File: config.mk
export PLATFORM = sky130hd
export DESIGN_NAME = writeback_stage
export DESIGN_NICKNAME = d
export VERILOG_FILES = /design/src/rtl/writeback_stage.sv
export SDC_FILE = /design/constraint.sdc
export NUM_CORES = 1
export LEC_CHECK = 0
export CORE_AREA = 5 5 115 117
export CTS_BUF_LIST = sky130_fd_sc_hd__clkbuf_8
export CTS_CLUSTER_DIAMETER = 150
export DETAILED_ROUTE_END_ITERATION = 16
export DIE_AREA = 0 0 120 122
export PLACE_DENSITY = 0.65
export SLEW_MARGIN = 10
export SYNTH_ARGS = -nofsm -noshare
export SYNTH_HDL_FRONTEND = slang
export SYNTH_SLANG_ARGS = --single-unit
File: constraint.sdc
create_clock -name clock -period 5.5 [get_ports clock]
set_input_delay 1.65 -clock clock [delete_from_list [all_inputs] [get_ports clock]]
set_output_delay 1.65 -clock clock [all_outputs]
set_load 0.02 [all_outputs]
File: src/rtl/writeback_stage.sv
// -----------------------------------------------------------------------------
// writeback_stage
//
// MEM/WB pipeline register followed by the write-back mux. Each cycle the
// memory-stage results are captured (or held on stall, or replaced by a bubble
// on flush). Load data is then aligned and extended by access size, and the
// load or ALU result is driven onto the register-file write port. The write
// port feeds decode and the forwarding network.
//
// Optional feature: define WB_RETIRE_COUNT_EN to add the retireCount port and a
// saturating counter of retired (captured, valid) instructions.
//
// Ports:
//   clock            rising-edge system clock
//   reset            asynchronous active-low reset
//   stall            hold all MEM/WB fields
//   flush            load a bubble (wins over stall)
//   memValid         memory stage holds a real instruction
//   memRegWrite      instruction writes a register
//   memMemToReg      1 = load data, 0 = ALU result
//   memLoadSize      00 word, 01 half, 10 byte, 11 word
//   memLoadUnsigned  1 = zero-extend sub-word loads
//   memByteOffset    load address[1:0]
//   memReadData      raw data-memory read word
//   memALUResult     ALU result
//   memWriteReg      destination register
//   regWrite         register-file write enable (never for r0)
//   writeAddr        register-file write address
//   writeData        register-file write data
//   wbValid          WB register holds a real instruction
//   alignErr         misaligned half load in WB (informational only)
//   retireCount      retired-instruction count (WB_RETIRE_COUNT_EN only)
// -----------------------------------------------------------------------------
module writeback_stage #(
  parameter int DATA_W = 32,
  parameter int ADDR_W = 5,
  parameter int CNT_W  = 32
) (
  input  logic              clock,
  input  logic              reset,
  input  logic              stall,
  input  logic              flush,
  input  logic              memValid,
  input  logic              memRegWrite,
  input  logic              memMemToReg,
  input  logic [1:0]        memLoadSize,
  input  logic              memLoadUnsigned,
  input  logic [1:0]        memByteOffset,
  input  logic [DATA_W-1:0] memReadData,
  input  logic [DATA_W-1:0] memALUResult,
  input  logic [ADDR_W-1:0] memWriteReg,
  output logic              regWrite,
  output logic [ADDR_W-1:0] writeAddr,
  output logic [DATA_W-1:0] writeData,
  output logic              wbValid,
  output logic              alignErr
`ifdef WB_RETIRE_COUNT_EN
  ,
  output logic [CNT_W-1:0]  retireCount
`endif
);

  localparam logic [1:0] SIZE_HALF = 2'b01;
  localparam logic [1:0] SIZE_BYTE = 2'b10;

  // MEM/WB register fields
  logic              validReg;
  logic              regWriteReg;
  logic              memToRegReg;
  logic [1:0]        loadSizeReg;
  logic              unsignedReg;
  logic [1:0]        offsetReg;
  logic [DATA_W-1:0] readDataReg;
  logic [DATA_W-1:0] aluResultReg;
  logic [ADDR_W-1:0] writeRegReg;

  always_ff @(posedge clock or negedge reset) begin
    if (!reset) begin
      validReg     <= 1'b0;
      regWriteReg  <= 1'b0;
      memToRegReg  <= 1'b0;
      loadSizeReg  <= 2'b00;
      unsignedReg  <= 1'b0;
      offsetReg    <= 2'b00;
      readDataReg  <= '0;
      aluResultReg <= '0;
      writeRegReg  <= '0;
    end else if (flush) begin
      validReg     <= 1'b0;
      regWriteReg  <= 1'b0;
      memToRegReg  <= 1'b0;
      loadSizeReg  <= 2'b00;
      unsignedReg  <= 1'b0;
      offsetReg    <= 2'b00;
      readDataReg  <= '0;
      aluResultReg <= '0;
      writeRegReg  <= '0;
    end else if (!stall) begin
      validReg     <= memValid;
      regWriteReg  <= memRegWrite;
      memToRegReg  <= memMemToReg;
      loadSizeReg  <= memLoadSize;
      unsignedReg  <= memLoadUnsigned;
      offsetReg    <= memByteOffset;
      readDataReg  <= memReadData;
      aluResultReg <= memALUResult;
      writeRegReg  <= memWriteReg;
    end
  end

  // Little-endian byte lanes of the stored read word
  logic [7:0] byteLane [4];
  for (genvar gi = 0; gi < 4; gi++) begin : gLane
    assign byteLane[gi] = readDataReg[8*gi +: 8];
  end

  logic [7:0]        byteSel;
  logic [15:0]       halfSel;
  logic [DATA_W-1:0] byteExt;
  logic [DATA_W-1:0] halfExt;

  // Half selection uses offset[1] only; a set offset[0] is flagged via alignErr.
  always_comb begin
    byteSel = byteLane[offsetReg];
    halfSel = offsetReg[1] ? readDataReg[31:16] : readDataReg[15:0];
    byteExt = {{(DATA_W-8){byteSel[7] & ~unsignedReg}}, byteSel};
    halfExt = {{(DATA_W-16){halfSel[15] & ~unsignedReg}}, halfSel};
  end

  always_comb begin
    writeData = aluResultReg;
    if (memToRegReg) begin
      case (loadSizeReg)
        SIZE_HALF: writeData = halfExt;
        SIZE_BYTE: writeData = byteExt;
        default:   writeData = readDataReg;  // word and reserved encoding
      endcase
    end
  end

  assign regWrite  = validReg & regWriteReg & (writeRegReg != '0);
  assign writeAddr = writeRegReg;
  assign wbValid   = validReg;
  assign alignErr  = validReg & memToRegReg & (loadSizeReg == SIZE_HALF) & offsetReg[0];

`ifdef WB_RETIRE_COUNT_EN
  logic [CNT_W-1:0] retireReg;

  always_ff @(posedge clock or negedge reset) begin
    if (!reset) begin
      retireReg <= '0;
    end else if (!flush && !stall && memValid && (retireReg != {CNT_W{1'b1}})) begin
      retireReg <= retireReg + 1'b1;
    end
  end

  assign retireCount = retireReg;
`endif

endmodule

==> flow_results.org <==
** Routing
- Total via count in the routed design :: approximately 3700
- First drt pass iteration count :: 5
- Via-to-Cell Ratio :: about 5.4
- In the routed design, unresolved DRC markers number 0.
- Average wire per cell in the routed design :: around 20 um
- 1st-iter DRT viols :: 237
- Once detail routing completed, the nets flagged for antenna violations numbered 0.
- Total wire length :: about 13000 um

** Clock network
- Setup Fix Bufs, Post-CTS :: 0
- Clock-pin slew was measured on the worst setup and hold paths at 0.08 ns.
- Number of buffers added by the clock tree synthesis step :: 9
- Post-CTS resize count :: 0
- CTS placed an instance of sky130_fd_sc_hd__clkbuf_8 at the clock tree root.
- TritonCTS built the clock tree.
- Number of sinks driven by the clock tree :: a little under 80
- H-tree levels :: 3
- Largest buffer count on any clock path :: 2
- Clock network latency to the later pin of the worst-skew pair :: 0.35 ns
- Buffers inserted to repair hold after CTS numbered 0.

** Min path
- Min-delay worst type :: flip-flop to flip-flop

** Pwr
- Power density cells :: roughly 260 mW/mm2
- Leakage :: about 0.0025 uW
- VDD sags by at most between 0.1 and 0.15 mV.

** Layout
- Number of fill cells :: between 1000 and 1500
- Compared with the post-synthesis result, the final layout area differs by 33.7%.
- Diode insertion count for antenna repair :: 0
- Layout cells sized above 1 :: under 10%
- Final instance area :: between 0.005 and 0.006 mm2
- The net count of the finished layout is 605.

** Die
- For this configuration, the core starts out at a cell density of between 30 and 40%.
- Row count :: a little over 40
- Core box area :: about 0.012 mm2
- Ports placed on the boundary :: roughly 120
- The die is between 100 and 150 um wide.
- Die Ht :: 122 um
- Die area :: 0.0146 mm2

** Setup path
- Data on the critical path is required at its endpoint by ~3.9 ns.
- Worst r2r dst :: offsetReg[1]
- The setup path with the least slack is of type flip-flop to primary output.
- Along the worst path, the maximum fanout reaches 32.
- For the worst setup path, the data arrival time is roughly 3.2 ns.
- Setup crit start kind :: flip-flop
- In this run the critical register-to-register path is launched from offsetReg[1].
- Worst Reg2Reg Path Length in Cells :: 2
- Reg2reg setup slack :: roughly 4.2 ns
- The critical path starts at loadSizeReg[0].
- STA classifies the critical path endpoint as a primary output.
- Timing endpoint of the critical path :: writeData[12]

** Run status
- The run finished with clean final reports.

** Synth
- Flops & latches, synth :: 77
- The number of nets handed over by synthesis was around 500.
- The synthesized netlist occupies a cell area of about 0.0042 mm2.
- The share of the Yosys chip area taken by registers is approximately 45%.
- Distinct cell type count of the synthesized netlist :: 35
- The average instance in the mapped netlist occupies between 9 and 10 um2.
- Yosys printed 0 warnings.
- Number of instances in the synthesized netlist :: roughly 430

** Global route
- Wire length of the first global-routing pass :: 20600 um
- For this run the aggregate overflow at the end of global routing stands at 0.
- The initial antenna violation count came to 0.
- Combined global-route utilization of all metal layers :: approximately 18%
- Entering global routing, the biggest net connects 78 pins.
- The number of global-route vias before repair came to ~3700.

** STA
- Final-layout setup total negative slack :: 0 ns
- The worst path uses about nine tenths of the clock period.
- Post-route minimum period :: 4.85 ns
- Setup repair after global routing left no endpoint under its margin.
- The number of hold violations in the final report came to 0.
- Worst rel slew slack :: 33.8%
- Final count of pins violating max slew :: 0
- Finish-stage setup viols :: 0
- The tightest hold path in the finished design has a slack of roughly 0.52 ns.
- On the final layout, the worst clock skew is 0 ns.
- For the pin with the worst max-slew slack, the measured transition is just under 1 ns.
- Highest Clock Rate :: 206 MHz

** Placement
- After legalization and detailed placement, the total HPWL measured approximately 9600 um.
- I/O Buffers :: 120
- At the end of routability-driven placement, the weighted congestion stood at 0.833.
- Summing all placed instances gives a cell area of 0.00546 mm2.

** Job
- The tool flagged a number of max-cap violations equal to 0.
==> report_power, final <==
| part | internal (uW) | switching [uW] | total (uW) |
|---|---|---|---|
| combinational | 172 | 171 | 343 |
| clock | 267 | 219 | 486 |
| sequential | 597 | 33.6 | 631 |
| total | 1040 | 423 | 1460 |
==> sequential cells by signal (all words and copies together) (netlist names) <==
name	flops
aluResultReg	32
loadSizeReg	2
memToRegReg	1
offsetReg	2
readDataReg	32
regWriteReg	1
unsignedReg	1
wbValid	1
writeAddr	5
==> Yosys cell counts, drive strengths merged <==
cell | instances | share of area, %
a31o | 14 | 2.9
and2 | 1 | 0.15
clkbuf | 21 | 1.9
a22oi | 1 | 0.50
dfrtp | 77 | 45
o311a | 1 | 0.24
mux2i | 77 | 18
and4 | 1 | 0.21
o22ai | 14 | 2.1
nand2 | 33 | 3.0
or2 | 2 | 0.29
nand3b | 2 | 0.35
or3b | 7 | 1.4
nor3b | 1 | 0.18
inv | 3 | 0.26
nor2b | 4 | 0.59
or3 | 1 | 0.15
o221ai | 7 | 1.4
mux2 | 9 | 2.6
ha | 2 | 0.59
buf | 20 | 2.7
a31oi | 18 | 2.7
a41oi | 16 | 3.3
nand2b | 3 | 0.44
nor2 | 91 | 8.0
o21ai | 2 | 0.24
a32oi | 1 | 0.38
==> cell type report <==
cell class / instances / area (um2) / share of cell area, %
timing repair buffer: 123 / 1210 / 21.4
clock buffer: 10 / 138 / 2.42
multi-input combinational: 308 / 2120 / 37.2
sequential: 77 / 1930 / 33.9
clock inverter: 6 / 86.3 / 1.52
inverter: 3 / 11.3 / 0.198
tap: 150 / 188 / 3.30
==> stage by stage <==
stage,utilization (%),power [uW],worst slack (ns),cells
after floorplan,-,822,2.04,429
after global placement,44.5,979,1.19,661
after detailed placement,44.5,985,1.08,661
after CTS,46.3,1470,0.674,677
after global routing,46.3,1530,0.353,677
final,46.3,1460,0.648,677
==> worst min path at each step <==
stage                          start               end  slack, ns  depth (start not counted)
CTS                 aluResultReg[31]  aluResultReg[31]       0.53                          2
global route        aluResultReg[25]  aluResultReg[25]       0.58                          2
floorplan           aluResultReg[23]  aluResultReg[23]       0.48                          2
detailed placement  aluResultReg[31]  aluResultReg[31]       0.51                          2
global placement    aluResultReg[31]  aluResultReg[31]       0.50                          2
finish              aluResultReg[31]  aluResultReg[31]       0.52                          2
==> layout by cell type (no fill, tap or decap), drive strengths merged <==
cell type / n
nor2b: 4
o22ai: 14
clkinv: 3
inv: 3
mux2: 9
a22oi: 1
or3: 1
a31oi: 18
and4: 1
clkinvlp: 1
clkdlybuf4s50: 117
bufinv: 2
or3b: 7
nand2: 33
nand3b: 2
a31o: 14
a41oi: 16
dfrtp: 77
nand2b: 3
nor2: 91
o311a: 1
buf: 6
clkbuf: 10
nor3b: 1
o221ai: 7
and2: 1
a32oi: 1
o21ai: 2
mux2i: 77
ha: 2
or2: 2
==> critical path: stages (launching register included) <==
cell	delay, ns
sky130_fd_sc_hd__dfrtp_1	0.38
sky130_fd_sc_hd__inv_1	0.05
sky130_fd_sc_hd__ha_1	0.81
sky130_fd_sc_hd__nand2_1	0.65
sky130_fd_sc_hd__o22ai_1	0.30
sky130_fd_sc_hd__a31oi_1	0.07
sky130_fd_sc_hd__clkdlybuf4s50_1	0.58
==> per-layer routing <==
metal / global-route usage (%) / part of all wire [%]
met5: 0 / 0
met4: 6.30 / 1.9
met3: 3.81 / 5.5
met2: 28.5 / 47
met1: 25.7 / 46
==> kinds of logic (layout without fill, tap and decap cells) <==
logic type / count (synthesis) / in the layout / synth area share, %
multiplexers: 86 / 86 / 20.7
flip-flops: 77 / 77 / 45.3
adder cells (fa/ha/maj): 2 / 2 / 0.589
buffers and inverters: 44 / 142 / 4.86
AND/OR/NAND/NOR: 146 / 146 / 14.8
AO/OA/AOI/OAI: 74 / 74 / 13.7
Note: power is estimated with default switching activity, not from simulation.
